==> src/rtl/shot_clock_timer.sv <==
// Billiard shot clock: BCD seconds countdown with pause, warning window and
// a one-cycle time_up pulse on reaching 00.
module shot_clock_timer #(
    parameter logic [3:0] START_TENS = 4'd3,
    parameter logic [3:0] START_ONES = 4'd0,
    parameter int         WARN_SEC   = 5
) (
    input  logic       clk,
    input  logic       resetN,
    input  logic       one_sec,
    input  logic       start_shot,
    input  logic       pause,
    input  logic       stop,
    output logic [3:0] tens,
    output logic [3:0] ones,
    output logic       running,
    output logic       warning,
    output logic       time_up,
    output logic       expired
);

    typedef enum logic [1:0] {IDLE, RUNNING, PAUSED, EXPIRED} state_t;

    state_t     state;
    logic [7:0] remaining;

    if ((START_TENS == 4'd0 && START_ONES == 4'd0) || START_TENS > 4'd9 ||
        START_ONES > 4'd9 || WARN_SEC < 0 || WARN_SEC > 99) begin : g_bad_param
        $error("shot_clock_timer: START must be BCD 01..99 and WARN_SEC 0..99");
    end

    always_ff @(posedge clk or negedge resetN) begin
        if (!resetN) begin
            state   <= IDLE;
            tens    <= START_TENS;
            ones    <= START_ONES;
            time_up <= 1'b0;
        end else begin
            time_up <= 1'b0;
            if (stop) begin
                state <= IDLE;
                tens  <= START_TENS;
                ones  <= START_ONES;
            end else if (start_shot) begin
                state <= RUNNING;
                tens  <= START_TENS;
                ones  <= START_ONES;
            end else begin
                case (state)
                    RUNNING: begin
                        // A tick coinciding with pause entry is dropped.
                        if (pause) begin
                            state <= PAUSED;
                        end else if (one_sec) begin
                            if (tens == 4'd0 && ones <= 4'd1) begin
                                state   <= EXPIRED;
                                tens    <= 4'd0;
                                ones    <= 4'd0;
                                time_up <= 1'b1;
                            end else if (ones == 4'd0) begin
                                ones <= 4'd9;
                                tens <= tens - 4'd1;
                            end else begin
                                ones <= ones - 4'd1;
                            end
                        end
                    end
                    PAUSED: begin
                        if (!pause) state <= RUNNING;
                    end
                    default: ;
                endcase
            end
        end
    end

    assign remaining = 8'(tens) * 8'd10 + 8'(ones);

    assign running = (state == RUNNING);
    assign expired = (state == EXPIRED);
    assign warning = (state == RUNNING || state == PAUSED) && (remaining <= 8'(WARN_SEC));

endmodule
==> config.mk <==
export PLATFORM = sky130hd
export DESIGN_NAME = shot_clock_timer
export DESIGN_NICKNAME = d
export VERILOG_FILES = /design/src/rtl/shot_clock_timer.sv
export SDC_FILE = /design/constraint.sdc
export NUM_CORES = 1
export LEC_CHECK = 0
export CORE_MARGIN = 1
export CORE_UTILIZATION = 30
export DETAILED_ROUTE_END_ITERATION = 10
export SETUP_SLACK_MARGIN = 0.05
export SKIP_LAST_GASP = 1
export SLEW_MARGIN = 15
export SYNTH_ARGS = -nofsm -noshare
export SYNTH_HDL_FRONTEND = slang
export SYNTH_SLANG_ARGS = --single-unit
==> constraint.sdc <==
create_clock -name clk -period 3.2 [get_ports clk]
set_input_delay 0.64 -clock clk [delete_from_list [all_inputs] [get_ports clk]]
set_output_delay 0.64 -clock clk [all_outputs]
set_load 0.02 [all_outputs]
# ---- After elaboration in Yosys (flattened, before gate mapping)
# Cells that the tools add are included.
dict set report word_totals {
  mem_bits_ro 0
  n_memories 0
  latchBits 0
  mem_bits_rw 0
  reg_bits 11
}
dict set report op_classes {
  reduce_logical 12
  n_div 0
  muxes 27
  n_eq_ne 7
  addsub 3
  n_mul 1
  n_bitwise 0
  n_lt_le_gt_ge 2
  shifts 0
}
# cell count
set op_table {}
lappend op_table {{$mux 4} 14}
lappend op_table {{$mux 2} 6}
lappend op_table {{$add 8x4->8} 1}
lappend op_table {{$le 8x3->1 const B} 1}
lappend op_table {{$logic_not 4->1} 2}
lappend op_table {{$reduce_and 4->1} 2}
lappend op_table {{$reduce_bool 4->1} 2}
lappend op_table {{$sub 4x1->4 const B} 2}
lappend op_table {{$mul 4x3->7 const B} 1}
lappend op_table {{$mux 1} 6}
lappend op_table {{$reduce_bool 3->1} 2}
lappend op_table {{$ne 5x4->1 const B} 1}
lappend op_table {{$ne 5x5->1 const B} 1}
lappend op_table {{$eq 2x2->1 const B} 2}
lappend op_table {{$le 4x1->1 const B} 1}
lappend op_table {{$ne 4x4->1 const B} 1}
lappend op_table {{$pmux 2 s2} 1}
lappend op_table {{$ne 3x2->1 const B} 1}
lappend op_table {{$reduce_and 3->1} 1}
lappend op_table {{$eq 2x1->1 const B} 1}
lappend op_table {{$logic_and 1x1->1} 2}
lappend op_table {{$logic_or 1x1->1} 1}

# ---- Longest topological paths before layout
# Gate-level depths: netlist of run 1.
dict set report depth {
  ltp_word 8
  mapped_depth 7
}

# ---- Worst setup path after synthesis of run 1
# Ideal clock, no wire load.
dict set report synth_path {
  path_kind {reg2out}
  startpoint {reg tens[1]}
  endpoint {out warning}
  required_ns 2.560
  path_stages_with_launch 7
  slack_ns -0.600
  arrival_ns 3.160
  path_cell_list {dfstp_2 -> ha_1 -> ha_1 -> fa_1 -> a211o_1 -> a211o_1 -> a2111oi_0}
}
dict set report synth_between {
  elab_chain_cells 4
}
# element line
set synth_rtl {}
lappend synth_rtl {{from (decl)} 14} ;# output logic [3:0] tens,
lappend synth_rtl {{from (signal assigned)} 62} ;# tens <= tens - 4'd1;
lappend synth_rtl {{$mul 4x3->7} 77} ;# assign remaining = 8'(tens) * 8'd10 + 8'(ones);
lappend synth_rtl {{$add 8x4->8} 77}
lappend synth_rtl {{$le 8x3->1} 81} ;# assign warning = (state == RUNNING || state == PAUSED) && (remaining <= 8'(WARN_SEC));
lappend synth_rtl {{$logic_and 1x1->1} 81}
lappend synth_rtl {{to (decl)} 17} ;# output logic warning,
# Every way passes these cells.

# ---- Final worst setup path of run 1
# Same ends and word-level chain as after synthesis.

==> results of run 1 <==
[final timing paths]
check	endpoint	start	cells after the start	slack (ns)
max in group asynchronous	tens[1]$_DFFE_PN1P_	resetN	1	2.14
max reg2reg	tens[1]$_DFFE_PN1P_	ones[2]$_DFFE_PN0P_	5	0.99
max	warning	tens[1]$_DFFE_PN1P_	7	-0.04
min reg2reg	state[1]$_DFFE_PN0P_	state[1]$_DFFE_PN0P_	2	0.60
min	state[1]$_DFFE_PN0P_	state[1]$_DFFE_PN0P_	2	0.60
min in group asynchronous	ones[2]$_DFFE_PN0P_	resetN	1	0.70
[worst min-delay path, stage by stage, from the launching register on]
cell and delay [ns]:
dfrtp_1 0.41, o21ai_0 0.09, a21oi_1 0.06
[power breakdown]
part / switching, mW / internal, mW / total (mW)
Sequential: 0.00421 / 0.143 / 0.147
Combinational: 0.0387 / 0.0332 / 0.0719
Clock: 0.0462 / 0.0483 / 0.0945
Total: 0.0891 / 0.225 / 0.314
[registers in the layout, summed over array words and instances, names as in the netlist]
register / count
state: 2
ones: 4
time_up: 1
tens: 4
[final cells by class]
type                       instances  area [um^2]  area share, %
multi-input combinational         78          637           51.8
sequential                        11          278           22.6
timing repair buffer              25          228           18.5
tap                               31         38.8           3.15
clock buffer                       4         26.3           2.14
inverter                           6         22.5           1.83
[Yosys cell counts (2+ instances only)]
| cell type | number |
|---|---|
| ha_1 | 11 |
| dfrtp_1 | 9 |
| nor2_1 | 9 |
| a21oi_1 | 8 |
| inv_1 | 6 |
| nand2_1 | 6 |
| a211o_1 | 4 |
| o21ai_0 | 4 |
| a21o_1 | 3 |
| nor3_1 | 3 |
| nor4_1 | 3 |
| a2111oi_0 | 2 |
| dfstp_2 | 2 |
| fa_1 | 2 |
| o32ai_1 | 2 |
| or2_2 | 2 |
| or4_1 | 2 |
| xor2_1 | 2 |
[through the flow]
stage          instances  hold WS [ns]  area, um^2
2_1_floorplan         96         0.344         932
3_3_place_gp         151         0.582        1200
3_5_place_dp         151         0.596        1200
4_1_cts              155         0.606        1230
5_1_grt              155         0.660        1230
6_report             155         0.602        1230
[per-layer routing]
metal  up-vias  GRT usage [%]  wire length [um]
met5         -              0                 0
met4         0           3.14                10
met3         2           3.92                96
met2        22           24.3              1090
met1       414           21.1               983
li1        418              -                 -
[kinds of logic after synthesis]
logic type	share of synthesized area, %
AO/OA/AOI/OAI	22.7
AND/OR/NAND/NOR	20.0
multiplexers	1.13
flip-flops	31.3
XOR/XNOR	1.97
buffers and inverters	2.96
adder cells (fa/ha/maj)	20.0
[repair_timing]
action,CTS,global route
pin swaps,3,0
setup endpoints to repair,1,1
gates resized for setup,8,0
==> run summary, run 1 <==
fill cell count -> 270
Inserted Clock Buffers -> 3
most frequent cells in the layout -> clkdlybuf4s50_1 (16), nor2_1 (9), ha_1 (9), dfrtp_1 (9), buf_4 (9)
fin crit share -> 101%
CTS clk-pin slew, worst paths -> 0.06 ns
Avg Cell Area, Syn -> 9.25 um^2
Max transition margin -> 53.3%
vias after detailed routing -> 856
die width -> 56.4 um
Congestion Overflow GR -> 0
PortBufs -> 17
CTS root buf -> clkbuf_4
area grow syn2layout -> 38.5%
WP data arrival -> 2.60 ns
Hold Buf Count CTS -> 0
PnR worst setup slack -> -0.0428 ns
Final Util -> 44.2%
Post-DP HPWL -> 1640 um
nets@finish -> 144
Max Cap Viol -> 0
final hold vios -> 0
largest net degree at the start of global routing -> 12
Place WS -> -0.326 ns
worst-path cell chain -> ha_4, ha_4, fa_1, a211o_1, a211o_1, a2111oi_4, buf_4
Max Slew Vio Count -> 0
GR Util All Layers -> 15.3%
Post-synth ARST share -> 100%
Critical Path Max Stage Delay -> 0.55 ns
Most used DFF post-synth -> dfrtp_1
total power -> 0.314 mW
vias per cell -> 5.52
area leader, netlist -> dfrtp_1
postcts setup bufs -> 0
Critical Path Slowest Stage Cell -> dfstp_2
row cnt -> 19
Max Clk Rate -> 308 MHz
Slew @ Worst Pin -> 0.694 ns
Mapped Area -> 888 um^2
CTS Buffer Depth -> 2
worst skew pair latency -> 0.27 ns
Tmin final -> 3.24 ns
WP data required -> 2.56 ns
core box area -> 2780 um^2
Pleak -> 0.540 nW
Mapped Cells -> 96
wire length per cell -> 14.1 um
H-tree Lvls -> 1
HP Class -> reg -> reg
Clock Skews -> 0.00520 ns
global-route wire length before repair -> 3800 um
Synth top area share -> 25.4%
setup TNS -> -0.0428 ns
most common cell after layout, fill and taps aside -> clkdlybuf4s50_1
CP max FO -> 2
WS Path Type -> reg -> out
DR pass1 iterations -> 4
number of antenna diodes -> 0
CP bufs+invs -> 1
layout cells sized above 1 -> 19.4%
power density over the cells -> 255 nW/um^2
DRC viols -> 0
YS warnings -> 0
vias in the first global route -> 835
Yosys reg bits -> 11
peak supply drop -> 0.213 mV
starting DRC count in detailed routing -> 18
status -> finished, violations left
Yosys cell types -> 34
Die Area -> 3180 um^2
initial antenna violation count -> 0
critical path launch point type -> register
RSZ-0062 raised after global routing -> true
count of endpoints failing setup in the final report -> 1
Routed WL -> 2180 um
failing checks -> negative setup slack
Top Family by Delay on Critical Path -> adder cells
crit path capture type -> output port
Die H -> 56.4 um
sequential share of the synthesized area -> 31.3%
Top Ports -> 18
CTS tree -> yes
Post-synth EDFFs -> 0
Final ANT Viol Nets -> 0
clk sinks -> 11
Placer Congestion -> 0.758
Mapped Nets -> 115
Initial Utilization -> 31.9%
synth top area cells -> dfrtp_1 (25%), ha_1 (15%), dfstp_2 (5.9%), a21oi_1 (4.5%), fa_1 (4.5%)
(Power assumes the default switching activity.)
==> run 2: changes to the inputs <==
--- a/config.mk
+++ b/config.mk
@@ -5,6 +5,7 @@
 export SDC_FILE = /design/constraint.sdc
 export NUM_CORES = 1
 export LEC_CHECK = 0
+export CORE_ASPECT_RATIO = 1.4
 export CORE_MARGIN = 1
 export CORE_UTILIZATION = 30
 export DETAILED_ROUTE_END_ITERATION = 10
==> run summary, run 2 (synthesis gave the netlist of run 1 again) <==
wire length per cell -> 14.7 um (+4.3%)
Routed WL -> 2360 um (+8.3%)
row cnt -> 23 (+4)
gr busiest metal -> met2
CTS Buffer Depth -> 2 (unchanged)
worst skew pair latency -> 0.24 ns (-0.03 ns)
Final Util -> 43.8% (-0.43 points)
Die Area -> 3190 um^2 (about the same)
global-route wire length before repair -> 3940 um (+3.6%)
CTS clk-pin slew, worst paths -> 0.05 ns (about the same)
status -> finished, violations left
Max transition margin -> 47.8% (-5.5 points)
most frequent cells in the layout -> clkdlybuf4s50_1 (16), nor2_1 (9), ha_1 (9), dfrtp_1 (9), buf_4 (9)
GR Util All Layers -> 18.0% (+2.7 points)
crit path capture type -> output port
count of endpoints failing setup in the final report -> 1 (unchanged)
peak supply drop -> 0.189 mV (-11%)
area grow syn2layout -> 40.4%
WP data arrival -> 2.65 ns (+0.05 ns)
critical path launch point type -> register
H-tree Lvls -> 1 (unchanged)
clock power share -> 39.2% (+9.1 points)
Max Cap Viol -> 0 (unchanged)
final hold vios -> 0 (unchanged)
Place WS -> -0.383 ns (-0.0573 ns)
PnR worst setup slack -> -0.0934 ns (-0.0506 ns)
Sw Share -> 27.1% (-1.3 points)
Psw -> 0.0982 mW (+10%)
number of antenna diodes -> 0 (unchanged)
DR pass1 iterations -> 4 (unchanged)
most common cell after layout, fill and taps aside -> clkdlybuf4s50_1
GR Layer Usage met1 -> 19.2% (-1.8 points)
power density over the cells -> 291 nW/um^2 (+14%)
Clock Skews -> 0.00395 ns (-0.00125 ns)
Pleak -> 0.548 nW (+1.4%)
vias after detailed routing -> 854 (-0.23%)
Hold Buf Count CTS -> 0 (unchanged)
Post-Place Cell Area -> 1200 um^2 (+0.63%)
Congestion Overflow GR -> 0 (unchanged)
top flop regs -> ones x4, tens x4, state x2
Tmin final -> 3.29 ns (+0.0506 ns)
part of the power in registers -> 40.8% (-6.2 points)
Gate power share -> 20.0% (-2.9 points)
Initial Utilization -> 31.2% (-0.76 points)
Top Ports -> 18 (unchanged)
vias per cell -> 5.30 (-4.0%)
Post-DP HPWL -> 1900 um (+16%)
layout cells sized above 1 -> 17.7% (-1.6 points)
grt met2 use -> 31.8% (+7.4 points)
DRC viols -> 0 (unchanged)
Int Pwr -> 0.264 mW (+18%)
final instance area -> 1250 um^2 (+1.4%)
CTS root buf -> clkbuf_8
initial antenna violation count -> 0 (unchanged)
starting DRC count in detailed routing -> 9 (-9)
postcts setup bufs -> 0 (unchanged)
total power -> 0.363 mW (+16%)
Max Clk Rate -> 304 MHz (-1.5%)
core box area -> 2850 um^2 (+2.4%)
die width -> 48.0 um (-15%)
WS Path Type -> reg -> out
vias in the first global route -> 869 (+4.1%)
Inserted Clock Buffers -> 3 (unchanged)
CP max FO -> 2 (unchanged)
HP Class -> reg -> reg
Final ANT Viol Nets -> 0 (unchanged)
PortBufs -> 17 (unchanged)
clk sinks -> 11 (unchanged)
fin crit share -> 103% (+1.6 points)
WP data required -> 2.56 ns (about the same)
Placer Congestion -> 0.753 (-0.61%)
M3 GR Usage -> 3.01% (-0.91 points)
Die H -> 66.4 um (+18%)
nets@finish -> 144 (unchanged)
Max Slew Vio Count -> 0 (unchanged)
RSZ-0062 raised after global routing -> true
r2r setup slk -> 0.96 ns (-0.03 ns)
CTS tree -> yes
failing checks -> negative setup slack
largest net degree at the start of global routing -> 12 (unchanged)
Slew @ Worst Pin -> 0.776 ns (+0.0817 ns)
==> run 2: power by group through the flow <==
stage / clock network, mW / logic (mW) / registers (mW)
2_1_floorplan: 0 / 0.0419 / 0.152
3_3_place_gp: 0 / 0.0705 / 0.150
3_5_place_dp: 0 / 0.0728 / 0.150
4_1_cts: 0.147 / 0.0731 / 0.148
5_1_grt: 0.154 / 0.0804 / 0.148
6_report: 0.142 / 0.0727 / 0.148
==> run 2: worst paths after layout <==
path / to / startpoint / cells past startpoint
setup / recovery: warning / tens[1]$_DFFE_PN1P_ / 9
hold / removal: state[1]$_DFFE_PN0P_ / state[1]$_DFFE_PN0P_ / 2
setup reg to reg: tens[1]$_DFFE_PN1P_ / ones[2]$_DFFE_PN0P_ / 5
hold reg to reg: state[1]$_DFFE_PN0P_ / state[1]$_DFFE_PN0P_ / 2
max in group asynchronous: tens[1]$_DFFE_PN1P_ / resetN / 1
min in group asynchronous: tens[3]$_DFFE_PN0P_ / resetN / 1
==> run 2: final cells by class <==
| cell class | count | area, um^2 |
|---|---|---|
| Timing Repair Buffer | 25 | 228 |
| Tap cell | 37 | 46.3 |
| Multi-Input combinational cell | 78 | 628 |
| Clock buffer | 4 | 45.0 |
| Sequential cell | 11 | 278 |
| Inverter | 6 | 22.5 |
| Fill cell | 279 | 1600 |
==> run 2: timing repair <==
item                                    in CTS  in global routing
gates resized for setup                      6                  0
pin swaps                                    3                  0
endpoints found under the setup margin       1                  1
==> run 2: metal layers <==
layer  vias up  part of all wire [%]
li1        419                     -
met1       405                    39
met2        21                    54
met3         9                   3.2
met4         0                   3.6
met5         -                     0
==> run 2: worst max-delay path, cell delays in order (launching register included) <==
cell and delay, ns:
dfstp_2 0.55, ha_4 0.20, ha_4 0.16, fa_1 0.50
buf_4 0.12, nand2_1 0.04, nor3_1 0.12, o21ai_1 0.14
a2111oi_4 0.38, buf_4 0.20
==> run 2: through the flow <==
stage / hold WS [ns] / setup TNS, ns / std cells
final: 0.615 / -0.0934 / 161
after global routing: 0.654 / -0.149 / 161
after CTS: 0.616 / -0.0973 / 161
after detailed placement: 0.601 / -0.383 / 157
after global placement: 0.581 / -0.307 / 157
after floorplan: 0.344 / 0 / 96
==> run 3: changes to the inputs <==
--- a/config.mk
+++ b/config.mk
@@ -5,6 +5,7 @@
 export SDC_FILE = /design/constraint.sdc
 export NUM_CORES = 1
 export LEC_CHECK = 0
+export CAP_MARGIN = 20
 export CORE_ASPECT_RATIO = 1.4
 export CORE_MARGIN = 1
 export CORE_UTILIZATION = 30
==> results of run 3 <==
No change in the layout: final DEF, timing and power equal those of run 2.
